`config.mk`:
```
export PLATFORM = sky130hd
export DESIGN_NAME = pipe_hazard_ctrl
export DESIGN_NICKNAME = d
export VERILOG_FILES = /design/src/rtl/pipe_ctrl_pkg.sv /design/src/rtl/mdu_timer.sv /design/src/rtl/pipe_hazard_ctrl.sv
export SDC_FILE = /design/constraint.sdc
export NUM_CORES = 1
export LEC_CHECK = 0
export BUFFER_PORTS_ARGS = -buffer_cell sky130_fd_sc_hd__buf_2
export CAP_MARGIN = 20
export CORE_MARGIN = 3
export CORE_UTILIZATION = 48
export DETAILED_ROUTE_END_ITERATION = 10
export PLACE_DENSITY = 0.78
export SLEW_MARGIN = 30
export SYNTH_ARGS = -nofsm -noshare
export SYNTH_HDL_FRONTEND = slang
export SYNTH_SLANG_ARGS = --single-unit
```
`constraint.sdc`:
```
create_clock -name clk -period 1.6 [get_ports clk]
set_input_delay 0.48 -clock clk [delete_from_list [all_inputs] [get_ports clk]]
set_output_delay 0.48 -clock clk [all_outputs]
set_load 0.05 [all_outputs]
```
`src/rtl/pipe_ctrl_pkg.sv`:
```
// ---------------------------------------------------------------------------
// pipe_ctrl_pkg
//
// Shared definitions for the pipeline hazard controller:
//   - default MDU latency and statistics counter width
//   - FSM state enumeration (encoding is visible on the top-level state port)
//   - packed bundle of stage register enables / flushes plus the handful of
//     fixed patterns the controller ever drives
// ---------------------------------------------------------------------------
package pipe_ctrl_pkg;

    localparam int unsigned MduLatDefault = 32;
    localparam int unsigned CntWDefault   = 16;

    typedef enum logic [2:0] {
        StRun      = 3'd0,
        StMemWait  = 3'd1,
        StLdStall  = 3'd2,
        StMduStall = 3'd3,
        StBrFlush  = 3'd4
    } pipe_state_e;

    typedef struct packed {
        logic pc_en;
        logic ifid_en;
        logic idex_en;
        logic exmem_en;
        logic memwb_en;
        logic ifid_flush;
        logic idex_flush;
    } stage_ctrl_t;

    // Every stage advances, no bubbles.
    localparam stage_ctrl_t CtrlFlow   = 7'b11111_00;
    // Whole pipeline frozen while the data memory holds MEM.
    localparam stage_ctrl_t CtrlFreeze = 7'b00000_00;
    // Front end held, bubble into ID/EX, back end keeps draining.
    localparam stage_ctrl_t CtrlBubble = 7'b00111_01;
    // Fetch redirects, the wrong-path slot in IF/ID is killed.
    localparam stage_ctrl_t CtrlBrKill = 7'b11111_10;
    // Held in reset: nothing advances, both bubble registers forced.
    localparam stage_ctrl_t CtrlReset  = 7'b00000_11;

endpackage

```
`src/rtl/mdu_timer.sv`:
```
// ---------------------------------------------------------------------------
// mdu_timer
//
// Countdown tracking one in-flight multiply/divide operation.
//
// Ports
//   clk    in   clock, state changes on rising edge
//   rst_n  in   asynchronous active-low reset, aborts any operation
//   start  in   operation issued this cycle; (re)loads the count to LAT-1
//   busy   out  operation in flight (from the cycle after start)
//   done   out  high on the last busy cycle; busy drops on the next cycle
//
// With start in cycle c the unit is busy in cycles c+1 .. c+LAT-1 and done
// pulses in cycle c+LAT-1, so the operation occupies LAT cycles counting the
// issue cycle.
// ---------------------------------------------------------------------------
module mdu_timer
    import pipe_ctrl_pkg::*;
#(
    parameter int unsigned LAT = MduLatDefault
) (
    input  logic clk,
    input  logic rst_n,
    input  logic start,
    output logic busy,
    output logic done
);

    localparam int unsigned TimerW = $clog2(LAT);

    logic [TimerW-1:0] timer_q, timer_d;
    logic              busy_q, busy_d;

    // The count reaches zero at the end of the cycle in which it reads one,
    // so that cycle is the last one of the operation.
    assign done = busy_q && (timer_q == TimerW'(1));
    assign busy = busy_q;

    always_comb begin
        timer_d = timer_q;
        busy_d  = busy_q;
        if (start) begin
            // A start while busy simply restarts the operation.
            timer_d = TimerW'(LAT - 1);
            busy_d  = 1'b1;
        end else if (busy_q) begin
            timer_d = timer_q - TimerW'(1);
            if (done) begin
                busy_d = 1'b0;
            end
        end
    end

    always_ff @(posedge clk or negedge rst_n) begin
        if (!rst_n) begin
            timer_q <= '0;
            busy_q  <= 1'b0;
        end else begin
            timer_q <= timer_d;
            busy_q  <= busy_d;
        end
    end

endmodule

```
`src/rtl/pipe_hazard_ctrl.sv`:
```
// ---------------------------------------------------------------------------
// pipe_hazard_ctrl
//
// Stall / flush controller for a five-stage pipeline. Resolves data-memory
// wait states, HI/LO dependencies on an in-flight multiply/divide, load-use
// hazards and taken branches into stage register enables and bubble inserts,
// and keeps saturating statistics of stalled and flushed cycles.
//
// Ports
//   clk, rst_n           clock, asynchronous active-low reset
//   ld_hazard            ID source matches the EX load destination
//   br_taken             branch resolved taken in ID
//   mdu_start            mult/div issued from EX this cycle
//   mdu_dep              ID instruction reads HI/LO
//   dmem_req, dmem_ready MEM access active / completing this cycle
//   pc_en .. memwb_en    stage register enables
//   ifid_flush           bubble into IF/ID
//   idex_flush           bubble into ID/EX
//   mdu_busy, mdu_done   MDU in flight / last MDU cycle
//   state                current FSM state encoding
//   stall_cnt            cycles with pc_en low (saturating)
//   flush_cnt            cycles with any flush high (saturating)
//
// Enables and flushes are combinational from the state and the inputs.
// Priority, highest first: memory wait, MDU dependency, load-use, branch.
// ---------------------------------------------------------------------------
module pipe_hazard_ctrl
    import pipe_ctrl_pkg::*;
#(
    parameter int unsigned MDU_LAT = MduLatDefault,
    parameter int unsigned CNT_W   = CntWDefault
) (
    input  logic             clk,
    input  logic             rst_n,
    input  logic             ld_hazard,
    input  logic             br_taken,
    input  logic             mdu_start,
    input  logic             mdu_dep,
    input  logic             dmem_req,
    input  logic             dmem_ready,
    output logic             pc_en,
    output logic             ifid_en,
    output logic             idex_en,
    output logic             exmem_en,
    output logic             memwb_en,
    output logic             ifid_flush,
    output logic             idex_flush,
    output logic             mdu_busy,
    output logic             mdu_done,
    output logic [2:0]       state,
    output logic [CNT_W-1:0] stall_cnt,
    output logic [CNT_W-1:0] flush_cnt
);

    pipe_state_e       state_q, state_d;
    stage_ctrl_t       ctrl;
    logic              mem_wait;
    logic              mdu_hold;
    logic              ld_mask, br_mask;
    logic [CNT_W-1:0]  stall_cnt_q, stall_cnt_d;
    logic [CNT_W-1:0]  flush_cnt_q, flush_cnt_d;

    // -----------------------------------------------------------------------
    // MDU countdown
    // -----------------------------------------------------------------------
    mdu_timer #(
        .LAT (MDU_LAT)
    ) u_mdu_timer (
        .clk   (clk),
        .rst_n (rst_n),
        .start (mdu_start),
        .busy  (mdu_busy),
        .done  (mdu_done)
    );

    // -----------------------------------------------------------------------
    // Hazard FSM
    // -----------------------------------------------------------------------
    always_ff @(posedge clk or negedge rst_n) begin
        if (!rst_n) begin
            state_q <= StRun;
        end else begin
            state_q <= state_d;
        end
    end

    always_comb begin
        mem_wait = dmem_req && !dmem_ready;
        mdu_hold = mdu_busy && mdu_dep;

        // The cycle after a bubble the hazard unit still sees the same load,
        // and the cycle after a taken branch ID holds the killed slot; both
        // requests are stale and must not act again.
        ld_mask = 1'b0;
        br_mask = 1'b0;
        case (state_q)
            StLdStall: ld_mask = 1'b1;
            StBrFlush: br_mask = 1'b1;
            default:   ;
        endcase

        ctrl    = CtrlFlow;
        state_d = StRun;

        if (!rst_n) begin
            ctrl    = CtrlReset;
            state_d = StRun;
        end else if (mem_wait) begin
            ctrl    = CtrlFreeze;
            state_d = StMemWait;
        end else if (mdu_hold) begin
            // Held every cycle until busy drops, i.e. the cycle after done.
            ctrl    = CtrlBubble;
            state_d = StMduStall;
        end else if (ld_hazard && !ld_mask) begin
            ctrl    = CtrlBubble;
            state_d = StLdStall;
        end else if (br_taken && !br_mask) begin
            ctrl    = CtrlBrKill;
            state_d = StBrFlush;
        end
        // A MEM_WAIT cycle with dmem_ready falls through to the normal
        // priority chain, so a hazard pending behind the wait acts at once.
    end

    assign pc_en      = ctrl.pc_en;
    assign ifid_en    = ctrl.ifid_en;
    assign idex_en    = ctrl.idex_en;
    assign exmem_en   = ctrl.exmem_en;
    assign memwb_en   = ctrl.memwb_en;
    assign ifid_flush = ctrl.ifid_flush;
    assign idex_flush = ctrl.idex_flush;
    assign state      = state_q;

    // -----------------------------------------------------------------------
    // Saturating statistics
    // -----------------------------------------------------------------------
    always_comb begin
        stall_cnt_d = stall_cnt_q;
        flush_cnt_d = flush_cnt_q;
        if (!pc_en && (stall_cnt_q != '1)) begin
            stall_cnt_d = stall_cnt_q + CNT_W'(1);
        end
        if ((ifid_flush || idex_flush) && (flush_cnt_q != '1)) begin
            flush_cnt_d = flush_cnt_q + CNT_W'(1);
        end
    end

    always_ff @(posedge clk or negedge rst_n) begin
        if (!rst_n) begin
            stall_cnt_q <= '0;
            flush_cnt_q <= '0;
        end else begin
            stall_cnt_q <= stall_cnt_d;
            flush_cnt_q <= flush_cnt_d;
        end
    end

    assign stall_cnt = stall_cnt_q;
    assign flush_cnt = flush_cnt_q;

endmodule

```
==> out/metrics.csv <==
stage;metric;value;unit
outcome;outcome;finished, violations left;
outcome;failing checks;negative setup slack;
sta;clk_skew;0.00785;ns
drt;number of DRC markers in iteration 0;183;
layout;post-layout util;90.8;%
clocking;Worst-Skew Late Latency;0.31;ns
yosys;synth cell count leaders;dfrtp_1 (41), nand3_1 (15), xnor2_1 (14);
grt;met3 GRT Util;5.37;%
sta;worst-margin pin slew;0.404;ns
yosys;Synth async-reset ratio;100;%
die;CORE AREA;4140;sq um
yosys;Syn Std Cell Area;2130;sq um
clocking;Clock Pin Slew Worst Setup and Hold Paths;0.08;ns
clocking;H-tree depth;2;
layout;post-route cell area;3760;sq um
grt;most crowded layer after global routing;met2;
yosys;Top FF cell, synth;dfrtp_1;
drt;Vias per Instance;5.88;
layout;fraction of layout cells with a size suffix above 1;68.7;%
power;static leakage;1.73;nW
sta;Final setup viols;45;
worst_setup_path;worst r2r dst;flush_cnt[10];
yosys;part of the Yosys area used for sequential elements;48.1;%
placed_design;post-DP HPWL;3920;microns
worst_setup_path;CP Launch Type;flip-flop;
clocking;root buffer cell;clkbuf_8;
grt;largest net degree at the start of global routing;26;
drt;1st-pass router iterations;5;
layout;Area growth syn-to-layout;76.2;%
grt;first-pass GRT wire length;10700;microns
worst_setup_path;CP Capture Type;output pin;
worst_setup_path;path depth of the worst reg2reg path;9;
sta;Fin Hold WS;0.164;ns
clocking;CTS tree;built;
yosys;Syn Nets;215;
sta;Max Slew Vio Count;0;
sta;min cycle time layout;2.10;ns
yosys;most common cell in the synthesized netlist;dfrtp_1;
flow_run;number of max-cap violations;0;
placed_design;placed cell areas;2960;sq um
yosys;Synth area leader;dfrtp_1;
sta;setup slack after layout;-0.503;ns
yosys;post-synthesis cell count;203;
drt;post-route antenna net violation count;0;
worst_setup_path;r2r setup slk;-0.38;ns
placed_design;gpl congestion;0.806;
yosys;dominant cells by area after synthesis;dfrtp_1 (48%), xnor2_1 (5.7%), xor2_1 (5.3%), nand3_1 (3.5%), and3_1 (2.6%);
drt;detailed-route via count;2246;
sta;Final TNS setup;-9.35;ns
sta;RSZ-0062 raised after global routing;true;
layout;layout net count;343;
yosys;Ys Warns;0;
die;Ports;52;
sta;fmax;0.475;GHz
grt;GRT Util Overall;26.9;%
placed_design;I/O Buffers;51;
die;Starting Density;51.5;%
grt;grt met1 use;31.1;%
clocking;Post-CTS Hold Buffers;0;
power;Power Dens Cells;1290;nW/um^2
die;Rows;23;
grt;vias in the first global route;2152;
yosys;Synth top area share;48.1;%
sta;Final period util;131;%
drt;# DRC;0;
worst_setup_path;worst r2r src;state[1];
die;die area;5280;sq um
sta;Final Hold Vio Count;0;
layout;# diodes;0;
yosys;Avg Cell Area, Syn;10.5;sq um
drt;routed wire length per instance;21.2;microns
die;Die Width;72.7;microns
clocking;clk sinks;41;
worst_setup_path;WP data arrival;1.62;ns
yosys;Yosys reg bits;41;
power;maximum VDD drop;2050;uV
worst_setup_path;Critical Path RT;1.12;ns
clocking;CTS Buf Count;5;
clocking;CTS Buffer Depth;2;
die;Die H;72.7;microns
grt;initial antenna violation count;0;
yosys;Post-synth EDFFs;0;
drt;WL final;8100;microns
grt;total global routing overflow;0;
grt;grt met2 use;47.7;%
worst_setup_path;Max FO, Critical Path;2;
sta;relative slew slack;72.8;%
yosys;Unique masters post-synth;47;
hold_path;worst min path class;input pin to asynchronous set/reset pin;
worst_setup_path;Crit Path Category;flip-flop to output pin;
-- per-stage QoR --
step	setup slack (ns)	power, mW	std cells
finish	-0.503	4.87	382
global route	-0.557	5.04	382
CTS	-0.477	4.56	377
detailed placement	-0.453	3.51	356
global placement	-0.399	3.44	356
floorplan	-0.329	2.79	203
-- worst max-delay path, cell delays in order, from the launching register on --
cell and delay (ns):
dfrtp_1 0.39, inv_2 0.08, ha_4 0.11, or4b_4 0.47
nor2_4 0.10, buf_6 0.16
-- layer usage --
layer,wire length (microns),vias up
met2,4240,141
met1,2930,1108
li1,-,967
met4,331,0
met5,0,-
met3,596,30
-- sequential cells by signal, summed over array words and instances, names as in the netlist --
name,cells
u_mdu_timer.busy,1
state,3
flush_cnt,16
u_mdu_timer.timer_q,5
stall_cnt,16
-- cell usage in the layout (no fill, tap or decap), drive strengths merged, types with 2 or more instances in the layout --
master / synthesis / final
ha: 4 / 4
and3: 9 / 9
nand2: 13 / 13
and2: 3 / 3
xnor2: 14 / 14
nand2b: 9 / 9
a21oi: 4 / 4
xor2: 13 / 13
a21o: 2 / 2
dfrtp: 41 / 41
mux2: 6 / 6
nand4: 4 / 4
nor2: 13 / 13
nand3: 15 / 15
nor2b: 3 / 3
o2111a: 2 / 2
nor4b: 3 / 3
nor3: 7 / 7
buf: 4 / 124
nor4: 3 / 3
inv: 9 / 9
clkbuf: 1 / 9
o21ai: 5 / 5
-- logic make-up (layout without fill, tap and decap cells) --
kind of cell | Yosys count | after routing | share of synthesized area, %
fa+ha+maj | 4 | 4 | 2.34
compound gates | 22 | 22 | 8.26
buf+inv | 14 | 143 | 3.11
simple gates | 88 | 88 | 23.3
flops | 41 | 41 | 48.1
mux | 7 | 7 | 3.81
xor+xnor | 27 | 27 | 11.1
-- cell type report --
type	instances	area [sq um]
clock buffers	7	86.3
fillers	151	383
repair buffers	126	1020
clock inverters	1	30.0
inverters	9	33.8
well taps	50	62.6
flip-flops and latches	41	1060
multi-input cells	148	1470
-- power breakdown --
group / switching, mW / internal, mW
clock: 0.386 / 0.509
combinational: 1.55 / 0.913
sequential: 0.228 / 1.28
-- how the worst max path moves through the flow --
stage,startpoint,depth (start not counted),to,slack (ns)
final,u_mdu_timer.timer_q[1],5,mdu_done,-0.50
after global routing,u_mdu_timer.timer_q[1],5,mdu_done,-0.56
after CTS,u_mdu_timer.timer_q[1],5,mdu_done,-0.48
after detailed placement,dmem_req,6,flush_cnt[14],-0.45
after global placement,dmem_req,6,flush_cnt[14],-0.40
after floorplan,state[1],3,pc_en,-0.33
-- timing repair --
item / in CTS / in global routing
resized for setup: 84 / 43
setup buffers: 15 / 9
setup endpoints to repair: 36 / 45
gates cloned: 0 / 0
pin swaps: 28 / 16
Power figures use the tool's default switching activity.
